==> src/rtl/mult_seq_ctrl.sv <==
// Controller for a repeated-addition multiplier: load A, load B/clear P, add-and-decrement until B==0.
// Optional iteration guard is compiled in with `define MULT_ITER_GUARD_EN (sets err on forced abort).
module mult_seq_ctrl #(
    parameter int ITER_W   = 16,
    parameter int MAX_ITER = 65535
) (
    input  logic clk,
    input  logic rst_n,
    input  logic start,
    input  logic eqz,
    output logic ld_A,
    output logic ld_B,
    output logic clear_p,
    output logic load_P,
    output logic dec_B,
    output logic busy,
    output logic done,
    output logic err
);

    typedef enum logic [2:0] {
        IDLE = 3'd0,
        LDA  = 3'd1,
        LDB  = 3'd2,
        ADD  = 3'd3,
        DONE = 3'd4
    } state_t;

    state_t state_reg;
    state_t state_next;
    logic   guard_trip;

`ifdef MULT_ITER_GUARD_EN
    logic [ITER_W-1:0] iter_cnt_reg;
    logic              err_reg;

    // Counts add iterations of the current operation; restarted when A is loaded.
    always_ff @(posedge clk or negedge rst_n) begin
        if (!rst_n) begin
            iter_cnt_reg <= '0;
        end else if (state_reg == LDA) begin
            iter_cnt_reg <= '0;
        end else if (load_P) begin
            iter_cnt_reg <= iter_cnt_reg + 1'b1;
        end
    end

    // The last allowed iteration still adds; the abort takes effect on the following edge.
    assign guard_trip = (state_reg == ADD) && !eqz &&
                        (iter_cnt_reg == ITER_W'(MAX_ITER - 1));

    always_ff @(posedge clk or negedge rst_n) begin
        if (!rst_n) begin
            err_reg <= 1'b0;
        end else if (state_reg == ADD) begin
            err_reg <= guard_trip;
        end else if ((state_reg == DONE) && !start) begin
            err_reg <= 1'b0;
        end
    end

    assign err = err_reg;
`else
    logic unused_cfg;
    assign unused_cfg = ^{ITER_W[0], MAX_ITER[0]};
    assign guard_trip = 1'b0;
    assign err        = 1'b0;
`endif

    always_ff @(posedge clk or negedge rst_n) begin
        if (!rst_n) begin
            state_reg <= IDLE;
        end else begin
            state_reg <= state_next;
        end
    end

    always_comb begin
        state_next = state_reg;
        case (state_reg)
            IDLE: if (start) state_next = LDA;
            LDA:  state_next = LDB;
            LDB:  state_next = ADD;
            ADD: begin
                if (eqz || guard_trip) begin
                    state_next = DONE;
                end
            end
            // Holding start high here must not retrigger; the host has to drop it first.
            DONE: if (!start) state_next = IDLE;
            default: state_next = IDLE;
        endcase
    end

    always_comb begin
        ld_A    = 1'b0;
        ld_B    = 1'b0;
        clear_p = 1'b0;
        load_P  = 1'b0;
        dec_B   = 1'b0;
        busy    = 1'b0;
        done    = 1'b0;
        case (state_reg)
            LDA: begin
                ld_A = 1'b1;
                busy = 1'b1;
            end
            LDB: begin
                ld_B    = 1'b1;
                clear_p = 1'b1;
                busy    = 1'b1;
            end
            ADD: begin
                busy   = 1'b1;
                load_P = !eqz;
                dec_B  = !eqz;
            end
            DONE: begin
                done = 1'b1;
            end
            default: begin
            end
        endcase
    end

endmodule

==> config.mk <==
export PLATFORM = sky130hd
export DESIGN_NAME = mult_seq_ctrl
export DESIGN_NICKNAME = d
export VERILOG_FILES = /design/src/rtl/mult_seq_ctrl.sv
export SDC_FILE = /design/constraint.sdc
export NUM_CORES = 1
export LEC_CHECK = 0
export CAP_MARGIN = 25
export CORE_AREA = 2 2 39 41
export CTS_BUF_LIST = sky130_fd_sc_hd__clkbuf_8
export CTS_CLUSTER_DIAMETER = 150
export DETAILED_ROUTE_END_ITERATION = 12
export DIE_AREA = 0 0 41 43
export GPL_TIMING_DRIVEN = 0
export PLACE_DENSITY = 0.38
export SLEW_MARGIN = 20
export SYNTH_ARGS = -nofsm -noshare
export SYNTH_HDL_FRONTEND = slang
export SYNTH_SLANG_ARGS = --single-unit
==> constraint.sdc <==
create_clock -name clk -period 3 [get_ports clk]
set_input_delay 0.6 -clock clk [delete_from_list [all_inputs] [get_ports clk]]
set_output_delay 0.6 -clock clk [all_outputs]
set_load 0.01 [all_outputs]
==> results of run 1 <==
-- cell usage in the layout (no fill, tap or decap), drive strengths merged --
cell type      count
clkbuf             3
and2               1
dfrtp              3
conb               1
nand2b             3
o22ai              2
inv                1
clkdlybuf4s50     10
buf                3
a211oi             1
nand2              1
nor2               4
nor3b              2
-- kinds of logic after synthesis --
logic type             count (synthesis)  synth area share (%)
flip-flops                             3                  37.5
AO/OA/AOI/OAI                          3                  12.5
buffers and inverters                  3                  11.2
other                                  1                  1.87
AND/OR/NAND/NOR                       11                  36.9
-- final cells by class --
type,instances,area [um2],share of cell area [%]
Multi-Input combinational cell,15,103,28.1
Timing Repair Buffer,10,100,27.4
Buffer,3,22.5,6.16
Clock buffer,3,41.3,11.3
Sequential cell,3,75.1,20.5
Tap cell,16,20.0,5.48
Clock inverter,1,3.75,1.03
-- cell usage after synthesis --
library cell / number / share of area (%)
and2_1: 1 / 3.1
nand2_1: 1 / 1.9
a211oi_2: 1 / 6.2
nor2_2: 1 / 3.1
o22ai_1: 2 / 6.2
nor2_1: 3 / 5.6
nand2b_4: 1 / 6.9
buf_4: 3 / 11
nor3b_2: 1 / 6.2
nand2b_1: 2 / 6.2
conb_1: 1 / 1.9
dfrtp_1: 3 / 37
nor3b_1: 1 / 3.8
-- final timing paths --
kind	from	to	slack [ns]	cells after the start
hold / removal	state_reg[2]$_DFFE_PN0P_	state_reg[1]$_DFFE_PN0P_	0.54	1
max in group asynchronous	rst_n	state_reg[1]$_DFFE_PN0P_	2.29	1
min in group asynchronous	rst_n	state_reg[2]$_DFFE_PN0P_	0.57	1
setup reg to reg	state_reg[0]$_DFFE_PN0P_	state_reg[1]$_DFFE_PN0P_	2.07	2
setup / recovery	eqz	load_P	0.48	4
hold reg to reg	state_reg[2]$_DFFE_PN0P_	state_reg[1]$_DFFE_PN0P_	0.54	1
-- per-layer routing --
layer | global-route usage [%] | vias up | wire length [um]
li1 | - | 94 | -
met1 | 6.49 | 80 | 185
met2 | 7.50 | 14 | 168
met3 | 4.19 | 2 | 86
met4 | 8.00 | 0 | 15
met5 | 0 | - | 0
-- power groups by stage --
| stage | sequential (mW) | clock [mW] | combinational (mW) |
|---|---|---|---|
| final | 0.0946 | 0.114 | 0.212 |
| after global routing | 0.0995 | 0.124 | 0.232 |
| after CTS | 0.0946 | 0.117 | 0.217 |
| after detailed placement | 0.0950 | 0 | 0.216 |
| after global placement | 0.0942 | 0 | 0.215 |
| after floorplan | 0.0883 | 0 | 0.118 |
-- worst max-delay path, delay by kind of cell --
kind,cells,cell delay (ns)
buf+inv,3,1.10
simple gates,1,0.22
-- metrics by stage --
| stage | worst slack, ns | area (um2) |
|---|---|---|
| 2_1_floorplan | 1.37 | 200 |
| 3_3_place_gp | 0.476 | 320 |
| 3_5_place_dp | 0.469 | 320 |
| 4_1_cts | 0.462 | 365 |
| 5_1_grt | 0.382 | 365 |
| 6_report | 0.480 | 365 |
==> impl_metrics.csv, run 1 <==
group,metric,value,unit
global_route,grt_pass1_vias,167,
global_route,grt-ovfl-total,0,
clocking,holdBufCountCts,0,
critical_path,crit_arrival,1.92,ns
floorplanning,start_util,14.5,%
clocking,cts_tree,"yes",
placed_design,hpwl,349,um
clocking,htree_levels,1,
clocking,postCtsSetupBuffers,0,
timing,period_needed,2.52,ns
drt,drc_errors,0,
power_and_ir_drop,p_sw_share,33.7,%
global_route,grtUsageTotal,6.45,%
clocking,clkLatencyLatePin,0.22,ns
clocking,clk_pin_slew_worst_paths,0.03,ns
drt,firstDrtPassIters,2,
floorplanning,die-width,41,um
synth,synth_area,200,um2
layout,largest_register_ffs,3,
critical_path,crit_path_end_kind,"output pin",
critical_path,critPathRequiredTime,2.40,ns
layout,layoutNonFillerInstCount,51,
clocking,cts_resized,0,
synth,syn_area_per_cell,9.53,um2
power_and_ir_drop,p_int,0.279,mW
clocking,clkSinkCount,3,
placed_design,portBuffers,10,
timing,rsz0062_at_grt,"no",
power_and_ir_drop,clockPowerShare,27.1,%
synth,ys_seq_area_share,37.5,%
timing,finalHoldViolCount,0,
floorplanning,core,0.00138,mm2
critical_path,cp_max_fo,3,
synth,syn_inst,21,
run_status,status,"finished, final reports clean",
drt,finalWirelength,456,um
drt,via_count,190,
global_route,grt_pass1_wl,683,um
power_and_ir_drop,finalPower,0.421,mW
power_and_ir_drop,powerDensity,1150,mW/mm2
critical_path,cp_cell_sequence,"clkdlybuf4s50_1 > nor3b_2 > buf_4 > clkdlybuf4s50_1",
power_and_ir_drop,p_comb_share,50.4,%
drt,antenna_left,0,
placed_design,dp.cells,47,
drt,wire_per_inst,8.94,um
layout,drive_above_1_share,28.6,%
timing,drv_slew,0,
clocking,cts_buffers,3,
run,maxCapViolations,0,
floorplanning,dieArea,0.00176,mm2
drt,drtIter0Drc,1,
timing,tns,0,ns
synth,ys_ff_latch,3,
critical_path,crit_path_start_kind,"input port",
synth,ys_types,13,
layout,num-fill-cells,155,
layout,area_delta_synth_final,82.5,%
hold_path,hp-class,"reg2reg",
power_and_ir_drop,ir_drop,0.317,mV
drt,vias_per_cell,3.73,
timing,min_period_over_period,84.0,%
critical_path,critPathMaxStageDelay,0.52,ns
timing,finalSetupViolCount,0,
power_and_ir_drop,seqPwrFrac,22.5,%
power_and_ir_drop,p_leak,0.151,nW
floorplanning,rows,14,
power_and_ir_drop,switchingPower,0.142,mW
critical_path,path_class,"in2out",
clocking,ctsRootBufferMaster,"clkbuf_8",
layout,nets,40,
floorplanning,pin_count,12,
clocking,clockBufferDepth,2,
global_route,grt_max_degree,9,
critical_path,critPathMostFrequentCell,"clkdlybuf4s50_1",
timing,finClkSkew,0.00227,ns
global_route,antenna_found_initial,0,
timing,hold_slack,0.536,ns
timing,max_freq,397,MHz
layout,antenna_cells,0,
synth,synth_nets,25,
critical_path,slowest_stage,"clkdlybuf4s50_1",
floorplanning,die_y,43,um
placed_design,gp_congestion,0.595,
synth,yosys_warnings,0,
layout,final_core_util,26.4,%
(Power assumes the default switching activity.)
==> run 2: changes to the inputs <==
--- a/config.mk
+++ b/config.mk
@@ -12,7 +12,7 @@
 export DETAILED_ROUTE_END_ITERATION = 12
 export DIE_AREA = 0 0 41 43
 export GPL_TIMING_DRIVEN = 0
-export PLACE_DENSITY = 0.38
+export PLACE_DENSITY = 0.39
 export SLEW_MARGIN = 20
 export SYNTH_ARGS = -nofsm -noshare
 export SYNTH_HDL_FRONTEND = slang
==> constraint.sdc (replaced) <==
create_clock -name clk -period 2.1 [get_ports clk]
set_input_delay 0.42 -clock clk [delete_from_list [all_inputs] [get_ports clk]]
set_output_delay 0.42 -clock clk [all_outputs]
set_load 0.01 [all_outputs]
==> run 2 against run 1 <==
Against the previous run:
- power rose by 39%
- highest routed layer unchanged
- clock skew fell by 0.0022 ns
- sequential share of layout area fell by 0.070 points
- critical path depth unchanged
- cell area grew 0.34%
- clock power increased by 40%
- hold slack worse by 0.15 ns
- setup slack worse by 0.39 ns
- count of clock-buffer cells in the layout unchanged
- register-to-register slack got worse by 0.89 ns
- sequential power rose by 43%
- core utilization grew 0.090 points
==> impl_metrics.csv, run 2 (synthesis gave the netlist of run 1 again) <==
group,metric,value,unit
timing,finClkSkew,0.0000815,ns
layout,drive_above_1_share,28.6,%
power_and_ir_drop,ir_drop,0.445,mV
critical_path,crit_arrival,1.59,ns
run_status,status,"finished, final reports clean",
critical_path,path_class,"reg2out",
clocking,htree_levels,1,
drt,antenna_left,0,
clocking,cts_tree,"yes",
global_route,grtUsageTotal,6.34,%
placed_design,place_area,320,um2
power_and_ir_drop,clockPowerShare,27.3,%
power_and_ir_drop,finalPower,0.586,mW
clocking,clkLatencyLatePin,0.21,ns
drt,wire_per_inst,8.18,um
drt,firstDrtPassIters,2,
global_route,grt-ovfl-total,0,
drt,drc_errors,0,
global_route,grt_pass1_vias,165,
floorplanning,pin_count,12,
global_route,grt_pass1_wl,683,um
drt,drtIter0Drc,2,
clocking,clk_pin_slew_worst_paths,0.03,ns
clocking,clkSinkCount,3,
drt,finalWirelength,417,um
critical_path,slowest_stage,"clkdlybuf4s50_1",
global_route,use_met2,6.88,%
global_route,grt_max_degree,9,
drt,vias_per_cell,3.78,
timing,rsz0062_at_grt,"no",
layout,largest_register_ffs,3,
critical_path,cp_max_fo,6,
layout,regArea,75.1,um2
timing,drv_slew,0,
global_route,antenna_found_initial,0,
critical_path,cp_cell_sequence,"nand2b_4 > nor2_1 > buf_4 > clkdlybuf4s50_1",
drt,via_count,193,
run,maxCapViolations,0,
power_and_ir_drop,p_leak,0.171,nW
global_route,busiest_layer,"met4",
layout,area_delta_synth_final,83.1,%
layout,nets,40,
timing,tns,0,ns
power_and_ir_drop,p_sw_share,32.8,%
critical_path,critPathRequiredTime,1.68,ns
power_and_ir_drop,powerDensity,1600,mW/mm2
placed_design,dp.cells,47,
floorplanning,die-width,41,um
layout,antenna_cells,0,
layout,layoutNonFillerInstCount,51,
global_route,grtUsageMet1,7.14,%
placed_design,gp_congestion,0.694,
critical_path,crit-reg2reg-launch,"state_reg[0]$_DFFE_PN0P_",
critical_path,crit_family,"buffers and inverters",
floorplanning,start_util,14.5,%
timing,layout_setup_ws,0.0913,ns
clocking,holdBufCountCts,0,
timing,hold_slack,0.387,ns
floorplanning,die_y,43,um
layout,final_common_cell,"clkdlybuf4s50_1",
critical_path,crit_path_end_kind,"output pin",
placed_design,place_ws,-0.0563,ns
power_and_ir_drop,p_comb_share,49.7,%
layout,multiInputGateArea,103,um2
floorplanning,core,0.00138,mm2
placed_design,hpwl,329,um
critical_path,r2r-end,"state_reg[1]$_DFFE_PN0P_",
clocking,cts_buffers,3,
layout,fin_area,367,um2
critical_path,reg2reg_slack,1.18,ns
critical_path,crit_buf_inv,2,
timing,period_needed,2.01,ns
clocking,ctsRootBufferMaster,"clkbuf_8",
critical_path,rr_worst_depth,2,
global_route,grt_util_met3,3.66,%
timing,finalHoldViolCount,0,
floorplanning,rows,14,
layout,final_core_util,26.5,%
power_and_ir_drop,seqPwrFrac,23.0,%
timing,finalSetupViolCount,0,
power_and_ir_drop,p_int,0.394,mW
placed_design,portBuffers,10,
timing,min_period_over_period,95.7,%
critical_path,crit_path_start_kind,"flip-flop",
power_and_ir_drop,switchingPower,0.192,mW
layout,num-fill-cells,155,
critical_path,critPathMaxStageDelay,0.52,ns
clocking,clockBufferDepth,2,
hold_path,hp-class,"in2async",
floorplanning,dieArea,0.00176,mm2
layout,final_cell_mix,"clkdlybuf4s50_1, nor2_1, buf_4, clkbuf_8, dfrtp_1",
timing,max_freq,498,MHz
run 2: changes by cell type in the layout (fill, tap and decap cells not counted):
cell             before  now
dlymetal6s2s_1        0    1
dlygate4sd2_1         0    1
clkdlybuf4s50_1      10    8
run 2: cell type report:
| cell class | instances | share of cell area (%) |
|---|---|---|
| sequential | 3 | 20.5 |
| clock inverter | 1 | 1.02 |
| buffer | 3 | 6.14 |
| multi-input combinational | 15 | 28.0 |
| tap | 16 | 5.46 |
| timing repair buffer | 10 | 27.6 |
| clock buffer | 3 | 11.3 |
run 2: worst max-delay path by stage:
stage,start,end,slack (ns),cells after the start
2_1_floorplan,state_reg[2]$_DFFE_PN0P_,load_P,0.69,3
3_3_place_gp,eqz,load_P,-0.05,4
3_5_place_dp,eqz,load_P,-0.06,4
4_1_cts,eqz,dec_B,0.04,3
5_1_grt,state_reg[2]$_DFFE_PN0P_,ld_B,0.002,4
6_report,state_reg[2]$_DFFE_PN0P_,ld_B,0.09,4
run 2: what timing repair did:
item,4_1_cts,5_1_grt
buffers inserted,0,0
gates resized for setup,1,1
setup endpoints to repair,1,1
pin swaps,1,0
run 2: worst register-to-register path, stage by stage, from the launching register on:
cell and delay [ns]:
dfrtp_1 0.44, and2_1 0.19, a211oi_2 0.21
run 2: metal layers:
layer	routed length (um)	up-vias
li1	-	95
met1	194	84
met2	154	12
met3	52	2
met4	15	0
met5	0	-
run 2: power groups by stage:
| stage | Sequential [mW] | Combinational (mW) | Clock, mW |
|---|---|---|---|
| 6_report | 0.135 | 0.291 | 0.160 |
| 5_1_grt | 0.143 | 0.322 | 0.170 |
| 4_1_cts | 0.136 | 0.299 | 0.166 |
| 3_5_place_dp | 0.137 | 0.303 | 0 |
| 3_3_place_gp | 0.136 | 0.305 | 0 |
| 2_1_floorplan | 0.126 | 0.169 | 0 |
==> run 3: changes to the inputs <==
--- a/config.mk
+++ b/config.mk
@@ -5,12 +5,14 @@
 export SDC_FILE = /design/constraint.sdc
 export NUM_CORES = 1
 export LEC_CHECK = 0
+export ABC_CLOCK_PERIOD_IN_PS = 2100
 export CAP_MARGIN = 25
 export CORE_AREA = 2 2 39 41
 export CTS_BUF_LIST = sky130_fd_sc_hd__clkbuf_8
 export CTS_CLUSTER_DIAMETER = 150
 export DETAILED_ROUTE_END_ITERATION = 12
 export DIE_AREA = 0 0 41 43
+export GPL_ROUTABILITY_DRIVEN = 0
 export GPL_TIMING_DRIVEN = 0
 export PLACE_DENSITY = 0.39
 export SLEW_MARGIN = 20
==> results of run 3 <==
Final layout, timing and power as in run 2 (identical DEF).
